File: src/rtl/spread_pkg.sv
// Shared definitions for the spread history block: default sample width,
// default history depth, the spread sample type and the reset value used
// for the running minimum.
package spread_pkg;

  // Width of one spread sample, matching the spread stage output.
  localparam int SPREAD_W   = 8;

  // Default number of history entries (power of two).
  localparam int HIST_DEPTH = 64;

  // Unsigned spread sample.
  typedef logic [SPREAD_W-1:0] spread_t;

  // Minimum tracker starts at all ones so the first sample always replaces it.
  localparam spread_t SPREAD_MIN_INIT = {SPREAD_W{1'b1}};

  // Physical slot holding the entry that is `age` samples older than the
  // newest one. The newest entry sits one slot behind the write pointer.
  // depth must be a power of two, so the wrap is a simple mask.
  function automatic logic [31:0] age_to_index(
    input logic [31:0] wr_ptr,
    input logic [31:0] age,
    input logic [31:0] depth
  );
    return (wr_ptr - 32'd1 - age) & (depth - 32'd1);
  endfunction

endpackage

File: src/rtl/spread_hist_ram.sv
// Simple dual-port history memory: one write port, one registered read port.
// The array and the read register are both cleared by the asynchronous reset.
// A read that targets a non-existent entry (rd_hit_i low) loads zero.
// Optional macro SPREAD_HISTORY_AVG_EN adds a combinational peek of the slot
// about to be overwritten, used by the running-sum logic in the top.
module spread_hist_ram #(
  parameter int WIDTH = 8,
  parameter int DEPTH = 64,
  parameter int AW    = $clog2(DEPTH)
) (
  input  logic             clk,
  input  logic             rst_n,
  input  logic             wr_en_i,
  input  logic [AW-1:0]    wr_addr_i,
  input  logic [WIDTH-1:0] wr_data_i,
  input  logic             rd_en_i,
  input  logic             rd_hit_i,
  input  logic [AW-1:0]    rd_addr_i,
`ifdef SPREAD_HISTORY_AVG_EN
  output logic [WIDTH-1:0] ow_data_o,
`endif
  output logic [WIDTH-1:0] rd_data_o
);

  logic [DEPTH-1:0][WIDTH-1:0] mem_q;
  logic [WIDTH-1:0]            rd_data_q;

  // Storage array: zeroed on reset, one entry written per accepted sample.
  always_ff @(posedge clk or negedge rst_n) begin
    if (!rst_n) begin
      mem_q <= '0;
    end else if (wr_en_i) begin
      mem_q[wr_addr_i] <= wr_data_i;
    end
  end

  // Read register: captures the addressed entry (pre-write contents) or zero
  // for a miss; holds its value when no read is requested.
  always_ff @(posedge clk or negedge rst_n) begin
    if (!rst_n) begin
      rd_data_q <= {WIDTH{1'b0}};
    end else if (rd_en_i) begin
      if (rd_hit_i) begin
        rd_data_q <= mem_q[rd_addr_i];
      end else begin
        rd_data_q <= {WIDTH{1'b0}};
      end
    end
  end

  assign rd_data_o = rd_data_q;

`ifdef SPREAD_HISTORY_AVG_EN
  // Oldest entry, which the next write will replace once the window is full.
  assign ow_data_o = mem_q[wr_addr_i];
`endif

endmodule

File: src/rtl/spread_history.sv
// spread_history: circular history of spread samples with lifetime
// min/max/last statistics and a fixed-latency random-access read port for
// the chart renderer. Read address is an age (0 = newest).
// Optional macro SPREAD_HISTORY_AVG_EN adds a windowed running average
// (avg_spread, avg_valid).
module spread_history
  import spread_pkg::*;
#(
  parameter int WIDTH = SPREAD_W,
  parameter int DEPTH = HIST_DEPTH,
  parameter int AW    = $clog2(DEPTH)
) (
  input  logic             clk,
  input  logic             resetn,
  input  logic             sample_valid,
  input  logic [WIDTH-1:0] spread_in,
  input  logic             clear,
  input  logic             rd_en,
  input  logic [AW-1:0]    rd_addr,
  output logic [WIDTH-1:0] rd_data,
  output logic             rd_valid,
  output logic             rd_hit,
  output logic [AW:0]      count,
  output logic             full,
  output logic [WIDTH-1:0] last_spread,
  output logic [WIDTH-1:0] min_spread,
  output logic [WIDTH-1:0] max_spread
`ifdef SPREAD_HISTORY_AVG_EN
  ,
  output logic [WIDTH-1:0] avg_spread,
  output logic             avg_valid
`endif
);

  localparam logic [AW:0] DEPTH_C = (AW+1)'(DEPTH);

  // Pointer, occupancy and statistics state.
  logic [AW-1:0]    wr_ptr_q, wr_ptr_d;
  logic [AW:0]      count_q,  count_d;
  logic             full_q;
  logic [WIDTH-1:0] last_q,   last_d;
  logic [WIDTH-1:0] min_q,    min_d;
  logic [WIDTH-1:0] max_q,    max_d;
  logic             rd_valid_q;
  logic             rd_hit_q;

  // Combinational helpers.
  logic             wr_s;
  logic [AW-1:0]    rd_idx_s;
  logic             rd_hit_s;
  logic [WIDTH-1:0] ram_rd_data_s;

  // Write qualification and read address translation, all on pre-edge state.
  always_comb begin
    // clear takes priority: a sample arriving with clear is dropped
    wr_s     = sample_valid & ~clear;
    rd_idx_s = AW'(age_to_index(32'(wr_ptr_q), 32'(rd_addr), 32'(DEPTH)));
    rd_hit_s = ({1'b0, rd_addr} < count_q);
  end

  // Next-state for pointer, occupancy and lifetime statistics.
  always_comb begin
    wr_ptr_d = wr_ptr_q;
    count_d  = count_q;
    last_d   = last_q;
    min_d    = min_q;
    max_d    = max_q;
    if (clear) begin
      wr_ptr_d = {AW{1'b0}};
      count_d  = {(AW+1){1'b0}};
      last_d   = {WIDTH{1'b0}};
      min_d    = {WIDTH{1'b1}};
      max_d    = {WIDTH{1'b0}};
    end else if (sample_valid) begin
      // pointer wraps naturally because DEPTH is a power of two
      wr_ptr_d = wr_ptr_q + AW'(1'b1);
      // once full, new samples overwrite the oldest; occupancy saturates
      if (count_q != DEPTH_C) begin
        count_d = count_q + (AW+1)'(1'b1);
      end else begin
        count_d = count_q;
      end
      last_d = spread_in;
      // unsigned compares; ties leave the tracked value untouched
      if (spread_in < min_q) begin
        min_d = spread_in;
      end else begin
        min_d = min_q;
      end
      if (spread_in > max_q) begin
        max_d = spread_in;
      end else begin
        max_d = max_q;
      end
    end else begin
      wr_ptr_d = wr_ptr_q;
      count_d  = count_q;
    end
  end

  // State registers for pointer, occupancy, full flag and statistics.
  always_ff @(posedge clk or negedge resetn) begin
    if (!resetn) begin
      wr_ptr_q <= {AW{1'b0}};
      count_q  <= {(AW+1){1'b0}};
      full_q   <= 1'b0;
      last_q   <= {WIDTH{1'b0}};
      min_q    <= {WIDTH{1'b1}};
      max_q    <= {WIDTH{1'b0}};
    end else begin
      wr_ptr_q <= wr_ptr_d;
      count_q  <= count_d;
      full_q   <= (count_d == DEPTH_C);
      last_q   <= last_d;
      min_q    <= min_d;
      max_q    <= max_d;
    end
  end

  // Read handshake flags: one-cycle latency, untouched by clear.
  always_ff @(posedge clk or negedge resetn) begin
    if (!resetn) begin
      rd_valid_q <= 1'b0;
      rd_hit_q   <= 1'b0;
    end else begin
      rd_valid_q <= rd_en;
      rd_hit_q   <= rd_en & rd_hit_s;
    end
  end

`ifdef SPREAD_HISTORY_AVG_EN
  logic [WIDTH+AW-1:0] sum_q, sum_d;
  logic [WIDTH-1:0]    avg_q;
  logic [WIDTH-1:0]    ow_data_s;

  // Running window sum: add the new sample, retire the overwritten one.
  always_comb begin
    sum_d = sum_q;
    if (clear) begin
      sum_d = {(WIDTH+AW){1'b0}};
    end else if (sample_valid) begin
      if (full_q) begin
        sum_d = sum_q + (WIDTH+AW)'(spread_in) - (WIDTH+AW)'(ow_data_s);
      end else begin
        sum_d = sum_q + (WIDTH+AW)'(spread_in);
      end
    end else begin
      sum_d = sum_q;
    end
  end

  // Sum and average registers; average is the window sum divided by DEPTH.
  always_ff @(posedge clk or negedge resetn) begin
    if (!resetn) begin
      sum_q <= {(WIDTH+AW){1'b0}};
      avg_q <= {WIDTH{1'b0}};
    end else begin
      sum_q <= sum_d;
      avg_q <= sum_d[WIDTH+AW-1:AW];
    end
  end

  assign avg_spread = avg_q;
  assign avg_valid  = full_q;
`endif

  spread_hist_ram #(
    .WIDTH (WIDTH),
    .DEPTH (DEPTH),
    .AW    (AW)
  ) u_ram (
    .clk       (clk),
    .rst_n     (resetn),
    .wr_en_i   (wr_s),
    .wr_addr_i (wr_ptr_q),
    .wr_data_i (spread_in),
    .rd_en_i   (rd_en),
    .rd_hit_i  (rd_hit_s),
    .rd_addr_i (rd_idx_s),
`ifdef SPREAD_HISTORY_AVG_EN
    .ow_data_o (ow_data_s),
`endif
    .rd_data_o (ram_rd_data_s)
  );

  assign rd_data     = ram_rd_data_s;
  assign rd_valid    = rd_valid_q;
  assign rd_hit      = rd_hit_q;
  assign count       = count_q;
  assign full        = full_q;
  assign last_spread = last_q;
  assign min_spread  = min_q;
  assign max_spread  = max_q;

endmodule

File: config.mk
export PLATFORM = sky130hd
export DESIGN_NAME = spread_history
export DESIGN_NICKNAME = d
export VERILOG_FILES = /design/src/rtl/spread_pkg.sv /design/src/rtl/spread_hist_ram.sv /design/src/rtl/spread_history.sv
export SDC_FILE = /design/constraint.sdc
export NUM_CORES = 1
export LEC_CHECK = 0
export BUFFER_PORTS_ARGS = -buffer_cell sky130_fd_sc_hd__buf_2
export CORE_MARGIN = 2
export CORE_UTILIZATION = 56
export DETAILED_ROUTE_END_ITERATION = 8
export HOLD_SLACK_MARGIN = 0.02
export PLACE_DENSITY = 0.73
export SLEW_MARGIN = 20
export SYNTH_ARGS = -nofsm -noshare
export SYNTH_HDL_FRONTEND = slang
export SYNTH_HIERARCHICAL = 1
export SYNTH_SLANG_ARGS = --single-unit
File: constraint.sdc
create_clock -name clk -period 4.4 [get_ports clk]
set_input_delay 0.22 -clock clk [delete_from_list [all_inputs] [get_ports clk]]
set_output_delay 0.22 -clock clk [all_outputs]
set_load 0.01 [all_outputs]
Yosys cells after proc, flatten, opt, wreduce, memory -nomap -nowiden
Cells that the tools add are included.

word-level totals
  bits in registers = 560
  bits in latches = 0
  bits in writable memories = 0
  bits in read-only memories = 0
  output and inout bits = 42
  word-level logic and storage cells = 113
  memories = 0

cells by class
  add/sub/neg operators = 4
  multipliers = 0
  div/mod/pow operators = 0
  $lt $le $gt $ge = 6
  equal/unequal tests = 2
  shift-type cells = 0
  muxes and demuxes = 19
  bitwise gates (word level) = 3
  reductions and logical operators = 6

operators with widths
  kind                   count
  $bwmux W512            1
  $mux W8                11
  $bmux W8 S6            1
  $demux W8 S6           1
  $mux W7                3
  $lt A6 B7 Y1 const B   2
  $mux W6                2
  $gt A8 B8 Y1           1
  $lt A8 B8 Y1           1
  $add A7 B1 Y7 const B  1
  $eq A7 B7 Y1 const B   1
  $lt A6 B7 Y1           1
  $ne A7 B7 Y1 const B   1
  $add A6 B1 Y6 const B  1
  $ge A6 B1 Y1 const B   1
  $reduce_bool A2 Y1     3
  $sub A6 B1 Y6 const B  1
  $sub A6 B6 Y6          1
  $reduce_and A2 Y1      2
  $and A1 B1 Y1          2
  $logic_and A1 B1 Y1    1
  $not A1 Y1             1

Longest topological paths before layout
Gate-level depths: netlist of the first run.

  depth in word-level cells = 5
  depth in mapped cells = 14
  depth with buffers taken out = 12

By module
The synthesis of the first run kept the hierarchy.

modules (own cells, without submodules)
  module           instances  cells an instance  area each (um^2)  seq. area each (um^2)
  spread_hist_ram  1          1513               24044.3           13012.5
  spread_history   1          257                2544.9            1011.0

Worst setup path before layout of the first run
OpenSTA, ideal clock, no wires.

  kind = register -> register
  start point = register wr_ptr_q[1]
  end point = register u_ram.rd_data_q[4], in the netlist u_ram/rd_data_o[4]
  setup time = 0.125 ns
  arrival = 2.383 ns
  path slack = 1.892 ns
  cell stages (with the launch flop) = 13
  buffers on the path = 2
  period minus slack after synthesis = 2.508 ns
  cells stage by stage = dfrtp_1 -> inv_1 -> fa_1 -> inv_1 -> a21o_1 -> a21oi_1 -> xnor2_1 -> nor2b_1 -> clkbuf_1 -> clkbuf_1 -> a22oi_1 -> nand3_1 -> nand3_1

between the ends
  word-level cells in the longest chain between the ends = 5

RTL lines
  item                           line                   source
  start, declared                spread_history.sv:38   logic [AW-1:0] wr_ptr_q, wr_ptr_d;
  start signal, assigned         spread_history.sv:104  wr_ptr_q <= {AW{1'b0}};
  start signal, assigned         spread_history.sv:111  wr_ptr_q <= wr_ptr_d;
  $sub A6 B1 Y6                  spread_pkg.sv:26       return (wr_ptr - 32'd1 - age) & (depth - 32'd1);
  $sub A6 B6 Y6                  spread_pkg.sv:26
  net rd_idx_s[4]                spread_history.sv:49   logic [AW-1:0] rd_idx_s;
  $bmux W8 S6                    spread_hist_ram.sv:44  rd_data_q <= mem_q[rd_addr_i];
  $mux W8 (not written as such)  spread_hist_ram.sv:44
  $mux W8                        spread_hist_ram.sv:43  if (rd_hit_i) begin
  end signal, assigned           spread_hist_ram.sv:41  rd_data_q <= {WIDTH{1'b0}};
  end signal, assigned           spread_hist_ram.sv:44
  end signal, assigned           spread_hist_ram.sv:46  rd_data_q <= {WIDTH{1'b0}};
  end, declared                  spread_hist_ram.sv:26  logic [WIDTH-1:0] rd_data_q;

The timed path passes the listed nets, and every way through them passes these cells. The select of a mux whose other input is x is not followed.
A chain may end at the register's enable or synchronous reset.

Final worst setup path of the first run
  start point = register wr_ptr_q[0]
  end point = register u_ram.rd_data_q[5], in the netlist u_ram/rd_data_o[5]

The elaborated chain is that of the path after synthesis.

==> results.md, run 1 <==
- At the end of routability-driven placement, the weighted congestion stood at 0.822.
- The initial antenna violation count is 2.
- The worst hold path passes through 3 cells.
- The count of cells resized by post-cts repair is 0.
- After detailed routing, the number of vias per cell comes to 6.29.
- The number of buffers on the longest clock path is 3.
- The routed design could run at a clock period as short as 3.45 ns.
- In this run the critical register-to-register path is captured at u_ram/rd_data_o[5].
- The core outline area is 0.0468 mm2.
- The final-layout fill cell count is 3,438.
- The cell count after synthesis is 1,770.
- The most used flip-flop cell after synthesis is sky130_fd_sc_hd__dfrtp_1.
- The number of max-slew violations in the final report is 0.
- The top-level I/O count is 61.
- The H-tree was split into 2 levels.
- During synthesis, Yosys emitted a total of 6 warnings.
- The post-synthesis net count is 1,818.
- The relative area change from synthesis to final layout is 10.5%.
- The count of distinct cell types in the synthesized netlist is 57.
- The wire length of the first global-routing pass is 98,500 um.
- The worst setup path is captured at a flop.
- Entering global routing, the biggest net connects 131 pins.
- The post-synthesis xor/xnor area fraction is 0.527%.
- The routed length per placed instance is 25.5 um.
- The insertion delay to the later sink of the worst-skew pair is 0.61 ns.
- The count of buffers added on input and output ports is 60.
- In this run the static leakage power is 14.2 nW.
- CTS saw 560 sinks.
- The worst hold path begins at spread_in[3].
- The die covers 0.0492 mm2.
- The first TritonRoute pass finished after 5 iterations.
- Setup repair after global routing left no endpoint under its margin.
- The clock-pin slew of the registers on the worst-case setup and hold paths is 0.06 ns.
- The tightest hold path in the finished design has a slack of 0.109 ns.
- Of the available clock period, the critical path in the final layout requires 78.3%.
- Of the total synthesized cell area, the portion taken by AND, OR, NAND and NOR gates is 5.25%.
- The number of hold-slack violations in the final timing report was 0.
- In the global route stage, overall resource usage came out at 26.2%.
- The setup skew after layout is 0.0136 ns.
- The post-layout net count is 1,848.
- For the worst setup path, the data required time is 4.89 ns.
- The origin of the worst setup path is wr_ptr_q[0].
- Summed over all failing endpoints, the final setup total negative slack is 0 ns.
- By area, the combinational part of the netlist is dominated by multiplexers.
- The number of global-route vias before repair is 16,300.
- After legalization and detailed placement, the total HPWL measured 39,100 um.
- The critical register-to-register path startpoint is wr_ptr_q[0].
- Detailed routing inserted a total of 15,400 vias.
- Derived from the worst setup path, the maximum achievable clock frequency is 290 MHz.
- The number of synthesized flops with an enable pin is 0.
- The DRC violation count after routing is 0.
- The cell area that synthesis handed to floorplanning was 0.0266 mm2.
- Measured against the total synthesized area, the mux share comes to 35.6%.
- The number of antenna-violating nets in the routed design is 0.
- The launching element type of the critical path is a flop.
- The flow ran to the end, and the final reports show no timing, DRC or antenna violations.
- In the final layout, the share of cells above drive strength 1 is 48.4%.
- The critical path in this run is classified as reg2reg.
- The share of flip-flops with an asynchronous set or reset after synthesis is 100%.
- The clock tree root driver cell is sky130_fd_sc_hd__clkbuf_16.
- The relative max-transition margin is 43.4%.
- The setup violation total in the final timing report is 0.
- For flop-to-flop paths, the worst setup slack is 0.95 ns.
- Power spread over the standard cell area amounts to 393 mW/mm2.
- The floorplan die height is 222 um.
- The leftover overflow at the end of global routing is 0.
- The number of cells traversed by the worst register-to-register path is 11.
- The total wire length after detailed routing is 62,600 um.
- The sequential area share after synthesis is 52.7%.
- The CTS tree is yes.
- The number of placement rows is 79.
- The number of buffers created by CTS is 58.
- The destination of the critical timing path is u_ram/rd_data_o[5].
- The path type of the worst min-delay path is in2reg.
- The worst-case IR drop observed on VDD is 295 uV.
- The die is 222 um wide.
- The first routing iteration left 1,139 violations.
- The post-synthesis register bit count is 560.
- 0 antenna diodes ended up in the layout.
- The largest fanout on the critical path is 58.
- The initial utilization of the core area, before any placement, comes to 56.9%.
- For the pin with the worst max-slew slack, the measured transition is 0.849 ns.
- Max-cap violations in this run came to 0.
- The average footprint of a synthesized cell is 15.0 um2.
- Summing the areas of all fa, ha and maj instances in the mapped netlist gives 1.39% of the synthesized area.
- The synthesized netlist devotes 1.78% of its cell area to compound gates.
- Data on the critical path arrives at its endpoint at 3.93 ns.
==> repair_timing <==
action	4_1_cts	5_1_grt
buffers inserted	0	0
endpoints found under the hold margin	84	0
setup endpoints to repair	0	0
hold buffers	2	0
==> area by class of cell <==
type / count / area (um2) / share of cell area, %
Inverter: 32 / 125 / 0.426
Clock buffer: 90 / 1720 / 5.86
Clock inverter: 16 / 193 / 0.656
Sequential cell: 560 / 14000 / 47.7
Multi-Input combinational cell: 1053 / 11900 / 40.4
Timing Repair Buffer: 95 / 703 / 2.39
Tap cell: 607 / 759 / 2.58
==> sequential cells by signal, summed over array words and instances (netlist names) <==
| signal | cells |
|---|---|
| max_spread | 8 |
| last_spread | 8 |
| min_spread | 8 |
| rd_hit | 1 |
| full | 1 |
| count | 7 |
| u_ram/rd_data_o | 8 |
| rd_valid | 1 |
| u_ram/mem_q | 512 |
| wr_ptr_q | 6 |
==> critical path, stage by stage, from the launching register on <==
cell	delay, ns
sky130_fd_sc_hd__dfrtp_1	0.67
sky130_fd_sc_hd__ha_4	0.21
sky130_fd_sc_hd__inv_1	0.05
sky130_fd_sc_hd__fa_1	0.42
sky130_fd_sc_hd__xnor2_2	0.20
sky130_fd_sc_hd__buf_12	0.37
sky130_fd_sc_hd__buf_12	0.34
sky130_fd_sc_hd__mux4_2	0.34
sky130_fd_sc_hd__mux2i_1	0.23
sky130_fd_sc_hd__nand2_1	0.12
sky130_fd_sc_hd__nand4_1	0.21
sky130_fd_sc_hd__nand3_1	0.10
==> per-layer routing <==
layer | track usage, % | routed length, um | vias to the layer above
met3 | 5.57 | 3860 | 99
met1 | 37.6 | 27900 | 8348
met5 | 0 | 0 | -
met4 | 9.44 | 1890 | 0
li1 | - | - | 6557
met2 | 39.7 | 29000 | 427
==> worst min path at each step <==
stage	endpoint	slack (ns)
6_report	max_spread[3]	0.11
5_1_grt	max_spread[3]	0.14
4_1_cts	max_spread[3]	0.09
3_5_place_dp	u_ram/mem_q[220]	0.29
3_3_place_gp	u_ram/mem_q[220]	0.28
2_1_floorplan	count[0]	-0.08
==> power breakdown <==
group,leakage [nW],switching (mW),internal [mW]
Combinational,5.57,0.738,0.512
Clock,0.939,2.01,2.91
Sequential,7.73,0.0915,5.29
Total,14.2,2.84,8.71
==> synthesized netlist by cell type (5+ instances only) <==
cell type	number	share of area, %
sky130_fd_sc_hd__ha_1	28	1.3
sky130_fd_sc_hd__mux2_2	489	21
sky130_fd_sc_hd__xnor2_1	12	0.40
sky130_fd_sc_hd__dfrtp_1	552	52
sky130_fd_sc_hd__mux4_2	128	11
sky130_fd_sc_hd__a22oi_1	24	0.68
sky130_fd_sc_hd__mux2_1	23	0.97
sky130_fd_sc_hd__buf_2	31	0.58
sky130_fd_sc_hd__a21oi_1	9	0.17
sky130_fd_sc_hd__nand2_2	14	0.33
sky130_fd_sc_hd__nor2b_1	5	0.12
sky130_fd_sc_hd__nor3_1	5	0.094
sky130_fd_sc_hd__clkbuf_1	65	0.92
sky130_fd_sc_hd__nor2_2	32	0.75
sky130_fd_sc_hd__nor2_1	35	0.49
sky130_fd_sc_hd__a21o_1	6	0.17
sky130_fd_sc_hd__nand4_1	15	0.35
sky130_fd_sc_hd__buf_4	16	0.45
sky130_fd_sc_hd__nand2b_1	26	0.61
sky130_fd_sc_hd__nand2_1	30	0.42
sky130_fd_sc_hd__dfstp_2	8	0.79
sky130_fd_sc_hd__nor2_4	17	0.72
sky130_fd_sc_hd__nand3_1	19	0.36
sky130_fd_sc_hd__mux2i_1	82	3.1
sky130_fd_sc_hd__a211o_2	6	0.23
sky130_fd_sc_hd__buf_1	9	0.13
sky130_fd_sc_hd__inv_1	31	0.44
==> cells in the final DEF (no fill, tap or decap), drive strengths merged, types with 5 or more instances in the layout <==
cell type,Yosys,routed
a211o,7,7
a21o,6,6
a21oi,9,9
a22oi,24,24
and2,6,6
buf,60,93
clkbuf,65,90
clkinv,0,8
dfrtp,552,552
dfstp,8,8
ha,28,28
inv,32,34
mux2,512,512
mux2i,82,82
mux4,128,128
nand2,44,44
nand2b,26,26
nand3,23,23
nand4,16,16
nor2,85,85
nor2b,5,5
nor3,5,5
xnor2,12,12
==> stage by stage <==
step                      instance area, um2  cells  power (mW)  setup slack [ns]  util, %
after floorplan                        26600   1770        6.28              1.89        -
after global placement                 27500   2345        6.70              1.03     58.7
after global routing                   29400   2453        12.0             0.805     62.9
after CTS                              29400   2453        11.7             0.959     62.9
final                                  29400   2453        11.6             0.955     62.9
after detailed placement               27500   2345        6.73             0.972     58.7
==> logic make-up after synthesis <==
logic type | Yosys count
multiplexers | 722
flip-flops | 560
AND/OR/NAND/NOR | 226
buffers and inverters | 157
AO/OA/AOI/OAI | 60
adder cells (fa/ha/maj) | 29
XOR/XNOR | 16
No activity file was read; power rests on OpenSTA's default activity.
==> run 2, diff against run 1 <==
Settings changed: ABC_AREA set to 1, PLACE_DENSITY 0.73 to 0.75.
Clock period 4.4 ns to 3.1 ns, I/O delays scaled along.
==> run 2 against run 1 <==
Synthesized cell count rose by 87%. Cell count rose by 60%. Sequential share of layout area rose by 0.38 points. Highest routed layer is now met5.
==> results.md, run 2 <==
- The count of input and output buffers is 60.
- The number of buffers on the longest clock path is 3.
- Across the VDD grid, the largest voltage drop is 589 uV.
- In the synthesized netlist, the number of instances is 3,305.
- The footprint of the flip-flops and latches is 0.0140 mm2.
- In this run, the number of DRC markers left after iteration 0 of detailed routing was 2,991.
- The biggest area contributor in the post-synthesis netlist is sky130_fd_sc_hd__dfrtp_1.
- The average footprint of a synthesized cell is 7.89 um2.
- The clock-pin slew of the registers on the worst-case setup and hold paths is 0.06 ns.
- The Yosys step of the flow raised 6 warnings.
- The initial antenna violation count was 1.
- The clock tree root driver cell is sky130_fd_sc_hd__clkbuf_16.
- The total inserted antenna cells is 0.
- The post-synthesis register bit count is 560.
- The first global-routing pass estimated 123,000 um of wire.
- The core outline area is 0.0463 mm2.
- The routability-driven placement congestion ratio is 0.931.
- The number of levels in the clock H-tree is 2.
- The die covers 0.0483 mm2.
- In this run the horizontal extent of the chip is 220 um.
- In the layout the commonest cells are 1,344 x sky130_fd_sc_hd__nand2_1, 552 x sky130_fd_sc_hd__dfrtp_1, 527 x sky130_fd_sc_hd__o21ai_0.
- Summed over all layers, the routed wires come to 77,100 um.
- The final critical delay including setup and external delays is 2.81 ns.
- The filler cells instantiated in the layout total 3,916.
- The number of iterations in the first detailed-routing pass is 7.
- For this run, design rule violations remaining after detail routing come to 0.
- The number of stages on the worst hold path is 6.
- Dividing the final minimum period by the clock period gives 90.5%.
- The share of post-route cells with drive strength above 1 is 7.91%.
- The pin slew with the least headroom to its limit is 0.960 ns.
- The run finished with clean final reports.
- The worst setup path is captured at a flop.
- The number of synthesized flops with an enable pin is 0.
- Leaving out fill and tap cells, the most frequent cell in the layout is sky130_fd_sc_hd__nand2_1.
- After clock tree synthesis, the flow added hold-fix buffers numbering 14.
- For this design the static power due to leakage is 13.6 nW.
- The count of cells resized by post-cts repair is 0.
- Row generation in the floorplan step produced 79 rows.
- The number of global-route vias before repair is 22,000.
- The final-layout setup total negative slack is 0 ns.
- The endpoint of the worst hold-timing path is rd_hit.
- Pin placement for this block handled 61 I/O pins.
- The path type of the worst min-delay path is in2reg.
- The relative area change from synthesis to final layout is 11.8%.
- The most frequently used cell type in the post-synthesis netlist is sky130_fd_sc_hd__nand2_1.
- The worst setup slack for register-to-register paths is 0.29 ns.
- For this run, the number of standard cells in the final layout without fillers is 3,931.
- The setup skew after layout is 0.0150 ns.
- Of all nets on the critical path, the largest fanout is 83.
- The completed layout was analyzed and its total power is 17.5 mW.
- Prior to clock tree synthesis, the placed netlist has a worst setup slack of 0.369 ns.
- The area share of the leading cell type in the synthesized netlist is 53.0%.
- The number of instances in the placed design is 3,814.
- The required time of the critical path is 3.66 ns.
- For this run, the top clock speed supported by timing is 356 MHz.
- The maximum number of pins on one net before global-route repair is 134.
- The worst pin sits at a relative slew slack of 36.0%.
- The number of max-slew violations in the final report came to 0.
- Summing every instance area after synthesis gives 0.0261 mm2.
- The register with the most flip-flops in the final layout is u_ram/mem_q.
- The clock net sink count is 560.
- The share of flip-flops with an asynchronous set or reset after synthesis is 100%.
- The setup violation total in the final timing report is 0.
- Dividing the detail-routed via count by the number of cells gives 5.94.
- The launching element type of the critical path is a flop.
- The power density over the cells is 599 mW/mm2.
- The number of buffers created by CTS is 58.
- For this block, the via count after detailed routing is 23,400.
- The number of hold-slack violations in the final timing report is 0.
- The count of maximum capacitance violations is 0.
- The flip-flop count of the largest register, all copies and words added is 512.
- Once the clock tree was built, the setup fixing pass inserted 0 buffers.
- The class of the most critical setup path is reg2reg.
- STA puts the critical path data arrival time at 3.37 ns.
- The endpoint identified for the worst register-to-register timing path is u_ram/rd_data_o[6].
- The final worst-path setup slack is 0.294 ns.
- For this run, the total global-route usage over all layers was measured as 32.6%.
- The detailed placement HPWL is 47,600 um.
- The floorplan step set the die height to 220 um.
- The worst hold margin is 0.123 ns.
- The top flip-flop cell by instance count after synthesis is sky130_fd_sc_hd__dfrtp_1.
- The insertion delay to the later sink of the worst-skew pair is 0.63 ns.
- The startpoint identified for the worst register-to-register timing path is wr_ptr_q[0].
- Summing all multi-input logic gate instances after layout gives 0.0109 mm2.
- Setup repair after global routing left no endpoint under its margin.
- The routed length per placed instance is 19.6 um.
- Yosys attributes the largest share of cell area to sky130_fd_sc_hd__dfrtp_1 53%, sky130_fd_sc_hd__nand2_1 19%, sky130_fd_sc_hd__o21ai_0 10%.
- In the synthesized netlist, the cells that appear most often are 1,344 x sky130_fd_sc_hd__nand2_1, 552 x sky130_fd_sc_hd__dfrtp_1, 527 x sky130_fd_sc_hd__o21ai_0, 461 x sky130_fd_sc_hd__nand3_1, 182 x sky130_fd_sc_hd__clkbuf_1.
- The worst hold path begins at rd_addr[2].
- TritonCTS built the clock tree.
- Measured in cells, the most critical reg-to-reg path has a length of 13.
- The sequential area share after synthesis is 53.8%.
- The number of antenna-violating nets in the routed design is 0.
- Once the floorplan was initialized, standard cells occupied 56.4% of the core.
- Synthesis produced a netlist with a net count of 3,353.
- Counting distinct cell types in the post-synthesis netlist gives 31.
- The leftover overflow at the end of global routing is 0.
- The post-layout net count is 3,329.
==> run 2: power by group <==
part | switching [mW] | internal (mW)
Sequential | 0.125 | 7.50
Combinational | 1.80 | 0.701
Clock | 2.90 | 4.43
Total | 4.83 | 12.6
==> run 2: worst max path at each step <==
stage           startpoint                 end  slack [ns]  cells after the start
6_report       wr_ptr_q[0]  u_ram/rd_data_o[6]        0.29                     13
5_1_grt        wr_ptr_q[0]  u_ram/rd_data_o[2]        0.18                     13
4_1_cts        wr_ptr_q[0]  u_ram/rd_data_o[2]        0.34                     13
3_5_place_dp   wr_ptr_q[0]  u_ram/rd_data_o[6]        0.37                     13
3_3_place_gp   wr_ptr_q[0]  u_ram/rd_data_o[6]        0.34                     13
2_1_floorplan  wr_ptr_q[0]  u_ram/rd_data_o[1]        0.69                     16
==> run 2: cell type report <==
class                           count  area share [%]
Tap cell                          607            2.60
Clock inverter                     14           0.704
Multi-Input combinational cell   2438            37.4
Clock buffer                       89            6.25
Sequential cell                   560            48.1
Timing Repair Buffer              142            3.94
Inverter                           81            1.07
==> run 2: cells by family after synthesis <==
| group | after synthesis | synth area share [%] |
|---|---|---|
| AND/OR/NAND/NOR | 1858 | 29.6 |
| flip-flops | 560 | 53.8 |
| AO/OA/AOI/OAI | 545 | 10.5 |
| buffers and inverters | 307 | 4.55 |
| adder cells (fa/ha/maj) | 29 | 1.42 |
| XOR/XNOR | 6 | 0.202 |
==> run 2: worst max-delay path, stage by stage (launching register included) <==
cell and delay (ns):
sky130_fd_sc_hd__dfrtp_1 0.40, sky130_fd_sc_hd__ha_4 0.49, sky130_fd_sc_hd__buf_12 0.39, sky130_fd_sc_hd__buf_4 0.35
sky130_fd_sc_hd__nand2_1 0.08, sky130_fd_sc_hd__nand3_1 0.10, sky130_fd_sc_hd__nand3_1 0.14, sky130_fd_sc_hd__nand2_1 0.16
sky130_fd_sc_hd__nand2_1 0.07, sky130_fd_sc_hd__nand3_1 0.16, sky130_fd_sc_hd__nand3_1 0.13, sky130_fd_sc_hd__nand2_1 0.09
sky130_fd_sc_hd__nand2_1 0.05, sky130_fd_sc_hd__nand2_1 0.07
==> run 2: stage by stage <==
step / cell area [um2] / utilization (%)
global placement: 27000 / 58.4
CTS: 29200 / 63.0
detailed placement: 27000 / 58.4
floorplan: 26100 / -
global route: 29200 / 63.0
finish: 29200 / 63.0
==> run 2: layer usage <==
metal / global-route usage (%) / up-vias / share of wire [%]
met5: 0 / - / 0.017
met4: 13.3 / 2 / 4.1
met3: 5.66 / 210 / 8.6
met2: 50.3 / 1139 / 46
met1: 46.0 / 11300 / 41
li1: - / 10700 / -
